## src/rtl/gpio_arb_pkg.sv

```systemverilog
// Shared definitions for the GPIO-to-AXI-lite arbiter.
// Holds the transaction FSM state encoding, the default abort timeout and
// the width of the per-transaction cycle counter.
package gpio_arb_pkg;

  typedef enum logic [2:0] {
    IDLE,
    WADDR,
    WRESP,
    RADDR,
    RDATA,
    DONE
  } state_e;

  localparam int DEFAULT_TIMEOUT = 64;
  localparam int CNT_W           = 16;

endpackage

```

## src/rtl/gpio_rr_grant.sv

```systemverilog
// Two-way round-robin grant.
// Ports:
//   req        in  [1:0]  pending requests (bit N = requester N)
//   last_grant in  1      index of the requester granted most recently
//   grant      out [1:0]  one-hot grant, all zero when nothing is requested
// On contention the requester that was not granted last wins.
module gpio_rr_grant (
  input  logic [1:0] req,
  input  logic       last_grant,
  output logic [1:0] grant
);

  always_comb begin
    grant = 2'b00;
    if (req[0] && (!req[1] || last_grant)) begin
      grant[0] = 1'b1;
    end else if (req[1]) begin
      grant[1] = 1'b1;
    end
  end

endmodule

```

## src/rtl/gpio_axi_arbiter.sv

```systemverilog
// Arbitrates two simple GPIO-side requesters onto one AXI-lite master port.
// One transaction is in flight at a time; each is aborted with an error if
// it has not completed within TIMEOUT cycles.
// Ports:
//   clock, reset             clock and asynchronous active-low reset
//   reqN_valid/write/addr/wdata/strobe   request from requester N (N=0,1)
//   reqN_ready               one-cycle pulse when the request is captured
//   reqN_done/err            one-cycle completion pulse, err = timeout abort
//   reqN_rdata               last read data returned to requester N
//   WAddress/Wdata/strobe, AWvalid/Wvalid/Bready, AWready/Wready/Bvalid
//                            AXI-lite write channels
//   RAddress, ARvalid/Rready, ARready/Rvalid/Rdata
//                            AXI-lite read channels
module gpio_axi_arbiter
  import gpio_arb_pkg::*;
#(
  parameter int TIMEOUT = DEFAULT_TIMEOUT,
  parameter int ADDR_W  = 32
) (
  input  logic              clock,
  input  logic              reset,
  input  logic              req0_valid,
  input  logic              req0_write,
  input  logic [ADDR_W-1:0] req0_addr,
  input  logic [31:0]       req0_wdata,
  input  logic [3:0]        req0_strobe,
  output logic              req0_ready,
  output logic              req0_done,
  output logic              req0_err,
  output logic [31:0]       req0_rdata,
  input  logic              req1_valid,
  input  logic              req1_write,
  input  logic [ADDR_W-1:0] req1_addr,
  input  logic [31:0]       req1_wdata,
  input  logic [3:0]        req1_strobe,
  output logic              req1_ready,
  output logic              req1_done,
  output logic              req1_err,
  output logic [31:0]       req1_rdata,
  output logic [ADDR_W-1:0] WAddress,
  output logic [31:0]       Wdata,
  output logic [3:0]        strobe,
  output logic              AWvalid,
  output logic              Wvalid,
  output logic              Bready,
  input  logic              AWready,
  input  logic              Wready,
  input  logic              Bvalid,
  output logic [ADDR_W-1:0] RAddress,
  output logic              ARvalid,
  output logic              Rready,
  input  logic              ARready,
  input  logic              Rvalid,
  input  logic [31:0]       Rdata
);

  localparam logic [CNT_W-1:0] TO_LAST = CNT_W'(TIMEOUT - 1);

  state_e            state, state_nxt;
  logic [CNT_W-1:0]  cnt;
  logic              last_grant;
  logic              gnt_id;
  logic              aw_done, w_done;
  logic [1:0]        grant;
  logic              take;
  logic              abort;
  logic              sel_write;
  logic [ADDR_W-1:0] sel_addr;
  logic [31:0]       sel_wdata;
  logic [3:0]        sel_strobe;

  gpio_rr_grant u_grant (
    .req        ({req1_valid, req0_valid}),
    .last_grant (last_grant),
    .grant      (grant)
  );

  // Gating with reset keeps ready pulses off while reset is held, even
  // though the state register already sits in IDLE.
  assign take  = reset && (state == IDLE) && (|grant);
  assign abort = (state != IDLE) && (state != DONE) && (cnt == TO_LAST);

  always_comb begin
    sel_write  = grant[1] ? req1_write  : req0_write;
    sel_addr   = grant[1] ? req1_addr   : req0_addr;
    sel_wdata  = grant[1] ? req1_wdata  : req0_wdata;
    sel_strobe = grant[1] ? req1_strobe : req0_strobe;
  end

  always_ff @(posedge clock or negedge reset) begin
    if (!reset) begin
      state      <= IDLE;
      cnt        <= '0;
      last_grant <= 1'b1;
      gnt_id     <= 1'b0;
      aw_done    <= 1'b0;
      w_done     <= 1'b0;
      WAddress   <= '0;
      Wdata      <= '0;
      strobe     <= '0;
      RAddress   <= '0;
      req0_rdata <= '0;
      req1_rdata <= '0;
    end else begin
      state <= state_nxt;
      // Counts cycles spent outside IDLE; starts at 0 in the first busy cycle.
      cnt   <= (state == IDLE) ? '0 : cnt + 1'b1;
      if (take) begin
        gnt_id     <= grant[1];
        last_grant <= grant[1];
        aw_done    <= 1'b0;
        w_done     <= 1'b0;
        if (sel_write) begin
          WAddress <= sel_addr;
          Wdata    <= sel_wdata;
          strobe   <= sel_strobe;
        end else begin
          RAddress <= sel_addr;
        end
      end
      // Address and data channels complete independently.
      if (AWvalid && AWready) aw_done <= 1'b1;
      if (Wvalid && Wready)   w_done  <= 1'b1;
      if ((state == RDATA) && Rvalid && !abort) begin
        if (gnt_id) req1_rdata <= Rdata;
        else        req0_rdata <= Rdata;
      end
    end
  end

  always_comb begin
    state_nxt  = state;
    AWvalid    = 1'b0;
    Wvalid     = 1'b0;
    Bready     = 1'b0;
    ARvalid    = 1'b0;
    Rready     = 1'b0;
    req0_ready = 1'b0;
    req1_ready = 1'b0;
    req0_done  = 1'b0;
    req1_done  = 1'b0;
    req0_err   = 1'b0;
    req1_err   = 1'b0;
    case (state)
      IDLE: begin
        if (take) begin
          req0_ready = grant[0];
          req1_ready = grant[1];
          state_nxt  = sel_write ? WADDR : RADDR;
        end
      end
      WADDR: begin
        AWvalid = !aw_done;
        Wvalid  = !w_done;
        if ((aw_done || AWready) && (w_done || Wready)) state_nxt = WRESP;
      end
      WRESP: begin
        Bready = 1'b1;
        if (Bvalid) state_nxt = DONE;
      end
      RADDR: begin
        ARvalid = 1'b1;
        if (ARready) state_nxt = RDATA;
      end
      RDATA: begin
        Rready = 1'b1;
        if (Rvalid) state_nxt = DONE;
      end
      DONE: begin
        req0_done = !gnt_id;
        req1_done = gnt_id;
        state_nxt = IDLE;
      end
      default: state_nxt = IDLE;
    endcase
    // Timeout overrides whatever the channel state wanted this cycle.
    if (abort) begin
      AWvalid   = 1'b0;
      Wvalid    = 1'b0;
      Bready    = 1'b0;
      ARvalid   = 1'b0;
      Rready    = 1'b0;
      req0_done = !gnt_id;
      req1_done = gnt_id;
      req0_err  = !gnt_id;
      req1_err  = gnt_id;
      state_nxt = IDLE;
    end
  end

endmodule

```

## config.mk

```make
export PLATFORM = sky130hd
export DESIGN_NAME = gpio_axi_arbiter
export DESIGN_NICKNAME = d
export VERILOG_FILES = /design/src/rtl/gpio_arb_pkg.sv /design/src/rtl/gpio_rr_grant.sv /design/src/rtl/gpio_axi_arbiter.sv
export SDC_FILE = /design/constraint.sdc
export NUM_CORES = 1
export LEC_CHECK = 0
export CAP_MARGIN = 20
export CELL_PAD_IN_SITES_DETAIL_PLACEMENT = 1
export CELL_PAD_IN_SITES_GLOBAL_PLACEMENT = 1
export CORE_MARGIN = 4
export CORE_UTILIZATION = 47
export DETAILED_ROUTE_END_ITERATION = 8
export DONT_BUFFER_PORTS = 1
export HOLD_SLACK_MARGIN = 0.06
export PLACE_DENSITY_LB_ADDON = 0.1
export SYNTH_ARGS = -nofsm -noshare
export SYNTH_HDL_FRONTEND = slang
export SYNTH_SLANG_ARGS = --single-unit
```

## constraint.sdc

```tcl
create_clock -name clock -period 2.2 [get_ports clock]
set_input_delay 0.44 -clock clock [delete_from_list [all_inputs] [get_ports clock]]
set_output_delay 0.44 -clock clock [all_outputs]
set_load 0.05 [all_outputs]
```

==> impl_results.html <==
<table>
<tr><th>Metric</th><th>Value</th></tr>
<tr><th colspan="2">Run status</th></tr>
<tr><td>Outcome</td><td>finished, violations left</td></tr>
<tr><td>Violations in the final reports</td><td>negative hold slack, negative setup slack</td></tr>
<tr><th colspan="2">Synthesis</th></tr>
<tr><td>Synth Cell Area</td><td>around 8000 um^2</td></tr>
<tr><td>Distinct cells, synth</td><td>46</td></tr>
<tr><td>Post-Synthesis Cells</td><td>just under 700</td></tr>
<tr><td>Async set-or-reset flop fraction in the synthesized netlist</td><td>100%</td></tr>
<tr><td>Synthesized area per cell</td><td>11.7 um^2</td></tr>
<tr><td>Leading cell types by count after synthesis</td><td>sky130_fd_sc_hd__dfrtp_1, sky130_fd_sc_hd__nor2_1, sky130_fd_sc_hd__a21oi_1, sky130_fd_sc_hd__mux2i_1, sky130_fd_sc_hd__mux2_2</td></tr>
<tr><td>Share of synthesized area occupied by flip-flops and latches</td><td>just under 60%</td></tr>
<tr><td>Yosys Warn Count</td><td>0</td></tr>
<tr><td>Largest area contributor in the synthesized netlist</td><td>sky130_fd_sc_hd__dfrtp_1</td></tr>
<tr><td>Syn nets</td><td>roughly 860</td></tr>
<tr><td>Cell with the most instances after synthesis</td><td>sky130_fd_sc_hd__dfrtp_1</td></tr>
<tr><td>Largest cells by area after synthesis</td><td>sky130_fd_sc_hd__dfrtp_1, sky130_fd_sc_hd__mux2_2, sky130_fd_sc_hd__mux2i_1</td></tr>
<tr><td>EDFF count, synth</td><td>0</td></tr>
<tr><td>Leading register cell type out of synthesis</td><td>sky130_fd_sc_hd__dfrtp_1</td></tr>
<tr><td>Share of the synthesized area in the top cell type</td><td>58.4%</td></tr>
<tr><td>Synth Register Bits</td><td>about 190</td></tr>
<tr><th colspan="2">CTS</th></tr>
<tr><td>Register clock-pin slew on the reported worst setup and hold paths</td><td>around 0.07 ns</td></tr>
<tr><td>Htree depth</td><td>4</td></tr>
<tr><td>Source-to-sink clock delay at the later pin of the worst-skew pair</td><td>0.43 ns</td></tr>
<tr><td>Buffer depth of the longest clock path</td><td>2</td></tr>
<tr><td>CTS root buffer</td><td>sky130_fd_sc_hd__clkbuf_16</td></tr>
<tr><td>CTS tree</td><td>built</td></tr>
<tr><td>Sinks on the clock net</td><td>187</td></tr>
<tr><td>Number of CTS-inserted buffers</td><td>17</td></tr>
<tr><th colspan="2">Routing</th></tr>
<tr><td># DRC</td><td>0</td></tr>
<tr><td>Drt initial violations</td><td>around 240</td></tr>
<tr><td>First-pass iteration count of the detailed router</td><td>4</td></tr>
<tr><td>Aggregate routed wire length</td><td>about 23 mm</td></tr>
<tr><td>Via density per instance</td><td>5.67</td></tr>
<tr><td>Via Count</td><td>approximately 5300</td></tr>
<tr><td>Antenna-violating nets left</td><td>0</td></tr>
<tr><td>Detailed-route wire length per cell</td><td>about 24 um</td></tr>
<tr><th colspan="2">Floorplan</th></tr>
<tr><td>Core ar.</td><td>~17000 um^2</td></tr>
<tr><td>Area of the die</td><td>19100 um^2</td></tr>
<tr><td>Count of standard-cell rows</td><td>47</td></tr>
<tr><td>Top-level I/O count</td><td>around 350</td></tr>
<tr><td>Initial Util</td><td>48.0%</td></tr>
<tr><td>Height of the die</td><td>approximately 140 um</td></tr>
<tr><td>Die width</td><td>about 140 um</td></tr>
<tr><th colspan="2">STA</th></tr>
<tr><td>Slew of the pin with the lowest slew margin</td><td>~0.65 ns</td></tr>
<tr><td>Worst-case clock skew</td><td>0.00904 ns</td></tr>
<tr><td>Upper clock frequency limit</td><td>0.396 GHz</td></tr>
<tr><td>Hold Violations, Final</td><td>about 190</td></tr>
<tr><td>Worst slew margin relative to its limit</td><td>a little under three fifths</td></tr>
<tr><td>Fin crit period</td><td>roughly 2.5 ns</td></tr>
<tr><td>RSZ-0062 raised after global routing</td><td>yes</td></tr>
<tr><td>Hold Worst Slack</td><td>-0.290 ns</td></tr>
<tr><td>Number of pins exceeding their max-slew limit in the final report</td><td>0</td></tr>
<tr><td>Part of the cycle the worst path needs</td><td>115%</td></tr>
<tr><td>Setup ws final</td><td>-0.327 ns</td></tr>
<tr><td>Total negative slack</td><td>-2.26 ns</td></tr>
<tr><td># setup viols final</td><td>9</td></tr>
<tr><th colspan="2">Setup path</th></tr>
<tr><td>Worst Path Arrival</td><td>about 2.1 ns</td></tr>
<tr><td>Biggest fanout along the worst timing path</td><td>5</td></tr>
<tr><td>Startpoint Class</td><td>flip-flop</td></tr>
<tr><td>Required time at the endpoint of the critical path</td><td>around 1.8 ns</td></tr>
<tr><td>Crit path capture type</td><td>primary output</td></tr>
<tr><td>Kind of critical path</td><td>reg -&gt; out</td></tr>
<tr><th colspan="2">Finish</th></tr>
<tr><td>Core utilization of the finished layout</td><td>between 50% and 60%</td></tr>
<tr><td>Post-layout net count</td><td>approximately 880</td></tr>
<tr><td>FF/Latch Area</td><td>around 4700 um^2</td></tr>
<tr><td>Area Overhead vs Synth</td><td>15.0%</td></tr>
<tr><td>Share of layout cells above drive strength 1</td><td>about 23%</td></tr>
<tr><td>Antenna Diode Count</td><td>0</td></tr>
<tr><td>Area of the multi-input gates</td><td>~3100 um^2</td></tr>
<tr><td>Fill cell instance count of the final layout</td><td>~1700</td></tr>
<tr><td>Final instance count without filler cells</td><td>a little over 900</td></tr>
<tr><th colspan="2">Placement</th></tr>
<tr><td>Count of buffers inserted at the top-level ports</td><td>0</td></tr>
<tr><td>Dpl cells</td><td>between 800 and 900</td></tr>
<tr><td>Global placement routability congestion</td><td>roughly 0.8</td></tr>
<tr><td>Total half-perimeter wirelength after legalization and detailed placement</td><td>~16 mm</td></tr>
<tr><th colspan="2">Flow run</th></tr>
<tr><td>Number of maximum-capacitance violations</td><td>0</td></tr>
<tr><th colspan="2">Pwr</th></tr>
<tr><td>Power density cells</td><td>1900 nW/um^2</td></tr>
<tr><td>Leak pwr</td><td>a little over 4 nW</td></tr>
<tr><td>Overall Power</td><td>17.4 mW</td></tr>
<tr><td>Maximum vdd drop</td><td>about 820 uV</td></tr>
<tr><th colspan="2">Global routing</th></tr>
<tr><td>Overall global routing resource usage</td><td>between 20% and 30%</td></tr>
<tr><td>Antenna violations before repair</td><td>0</td></tr>
<tr><td>Global Route met3 Usage</td><td>9.29%</td></tr>
<tr><td>Met1 demand-to-capacity share in global routing</td><td>25.3%</td></tr>
<tr><td>Pin count of the biggest net entering global routing</td><td>~190</td></tr>
<tr><td>Vias in the first global route</td><td>between 6000 and 7000</td></tr>
<tr><td>Most used routing layer</td><td>met2</td></tr>
<tr><td>GRT met2 Usage</td><td>between 40% and 50%</td></tr>
<tr><td>Global route total overflow</td><td>0</td></tr>
<tr><td>First-pass GRT wire length</td><td>around 35 mm</td></tr>
<tr><th colspan="2">Worst hold path</th></tr>
<tr><td>Class of the tightest hold or removal check</td><td>in -&gt; async</td></tr>
</table>
routing by layer:
layer	vias to the layer above	wire length (um)
met4	0	553
met5	-	0
met3	31	1980
li1	2381	-
met1	2621	7980
met2	250	12000
sequential cells by signal, summed over array words and instances, names as in the netlist:
name	count
strobe	4
WAddress	32
w_done	1
gnt_id	1
last_grant	1
Wdata	32
cnt	16
req1_rdata	32
req0_rdata	32
RAddress	32
aw_done	1
state	3
worst paths after layout:
kind | from | end | slack, ns | depth (start not counted)
worst max-delay path | cnt[0] | req0_done | -0.33 | 7
worst min-delay path | reset | state[2] | -0.29 | 0
worst max register to register | cnt[0] | req0_rdata[12] | 0.12 | 9
worst min register to register | cnt[4] | cnt[4] | 0.55 | 2
max in group asynchronous | reset | last_grant | 2.18 | 0
min in group clock | Rdata[21] | req1_rdata[21] | 0.14 | 1
final cells by class:
cell class | count | area share [%]
tap | 220 | 3.00
timing repair buffer | 41 | 5.02
multi-input combinational | 444 | 34.1
clock inverter | 13 | 1.73
sequential | 187 | 51.1
inverter | 10 | 0.410
clock buffer | 17 | 4.64
through the flow:
step                      worst slack, ns  instance area (um^2)
after detailed placement           0.0720                  8430
after CTS                          -0.307                  9160
after global routing               -0.430                  9170
final                              -0.327                  9170
after floorplan                    0.0545                  8020
after global placement              0.104                  8430
logic make-up (layout without fill, tap and decap cells):
kind of cell / count (synthesis) / after routing / synth area share (%)
AO/OA/AOI/OAI: 125 / 125 / 8.54
XOR/XNOR: 13 / 13 / 1.43
adder cells (fa/ha/maj): 1 / 1 / 0.157
buffers and inverters: 51 / 81 / 3.82
flip-flops: 187 / 187 / 58.8
multiplexers: 133 / 133 / 17.8
AND/OR/NAND/NOR: 172 / 172 / 9.53
layout by cell type, fill, tap and decap left out, types with 4 or more instances in the layout:
master and instances:
sky130_fd_sc_hd__dfrtp_1 185, sky130_fd_sc_hd__nor2_1 88, sky130_fd_sc_hd__a21oi_1 72, sky130_fd_sc_hd__mux2i_1 68
sky130_fd_sc_hd__mux2_2 61, sky130_fd_sc_hd__nand2_1 40, sky130_fd_sc_hd__o21ai_1 29, sky130_fd_sc_hd__buf_4 26
sky130_fd_sc_hd__clkbuf_16 17, sky130_fd_sc_hd__buf_12 11, sky130_fd_sc_hd__inv_1 10, sky130_fd_sc_hd__xnor2_1 10
sky130_fd_sc_hd__o21ai_0 10, sky130_fd_sc_hd__nand3_1 7, sky130_fd_sc_hd__inv_6 5, sky130_fd_sc_hd__nor3_1 4
sky130_fd_sc_hd__buf_6 4
worst max-delay path: stages (launching register included):
cell and delay (ns):
sky130_fd_sc_hd__dfrtp_1 0.36, sky130_fd_sc_hd__ha_2 0.19, sky130_fd_sc_hd__nor4bb_4 0.21, sky130_fd_sc_hd__nand4_1 0.17
sky130_fd_sc_hd__buf_6 0.17, sky130_fd_sc_hd__or2_4 0.25, sky130_fd_sc_hd__a21oi_4 0.16, sky130_fd_sc_hd__buf_12 0.15
report_power, final:
part | switching (mW) | total (mW) | leakage, nW | internal, mW
Clock | 1.37 | 3.08 | 0.287 | 1.70
Combinational | 1.60 | 3.10 | 1.53 | 1.50
Sequential | 6.38 | 11.2 | 2.29 | 4.84
Total | 9.35 | 17.4 | 4.11 | 8.04
timing repair:
action	in CTS	in global routing
pin swaps	8	6
gates cloned	0	0
gates resized for setup	21	2
setup buffers	8	2
endpoints found under the setup margin	11	11
hold endpoints to repair	187	187
Note: power is estimated with default switching activity, not from simulation.
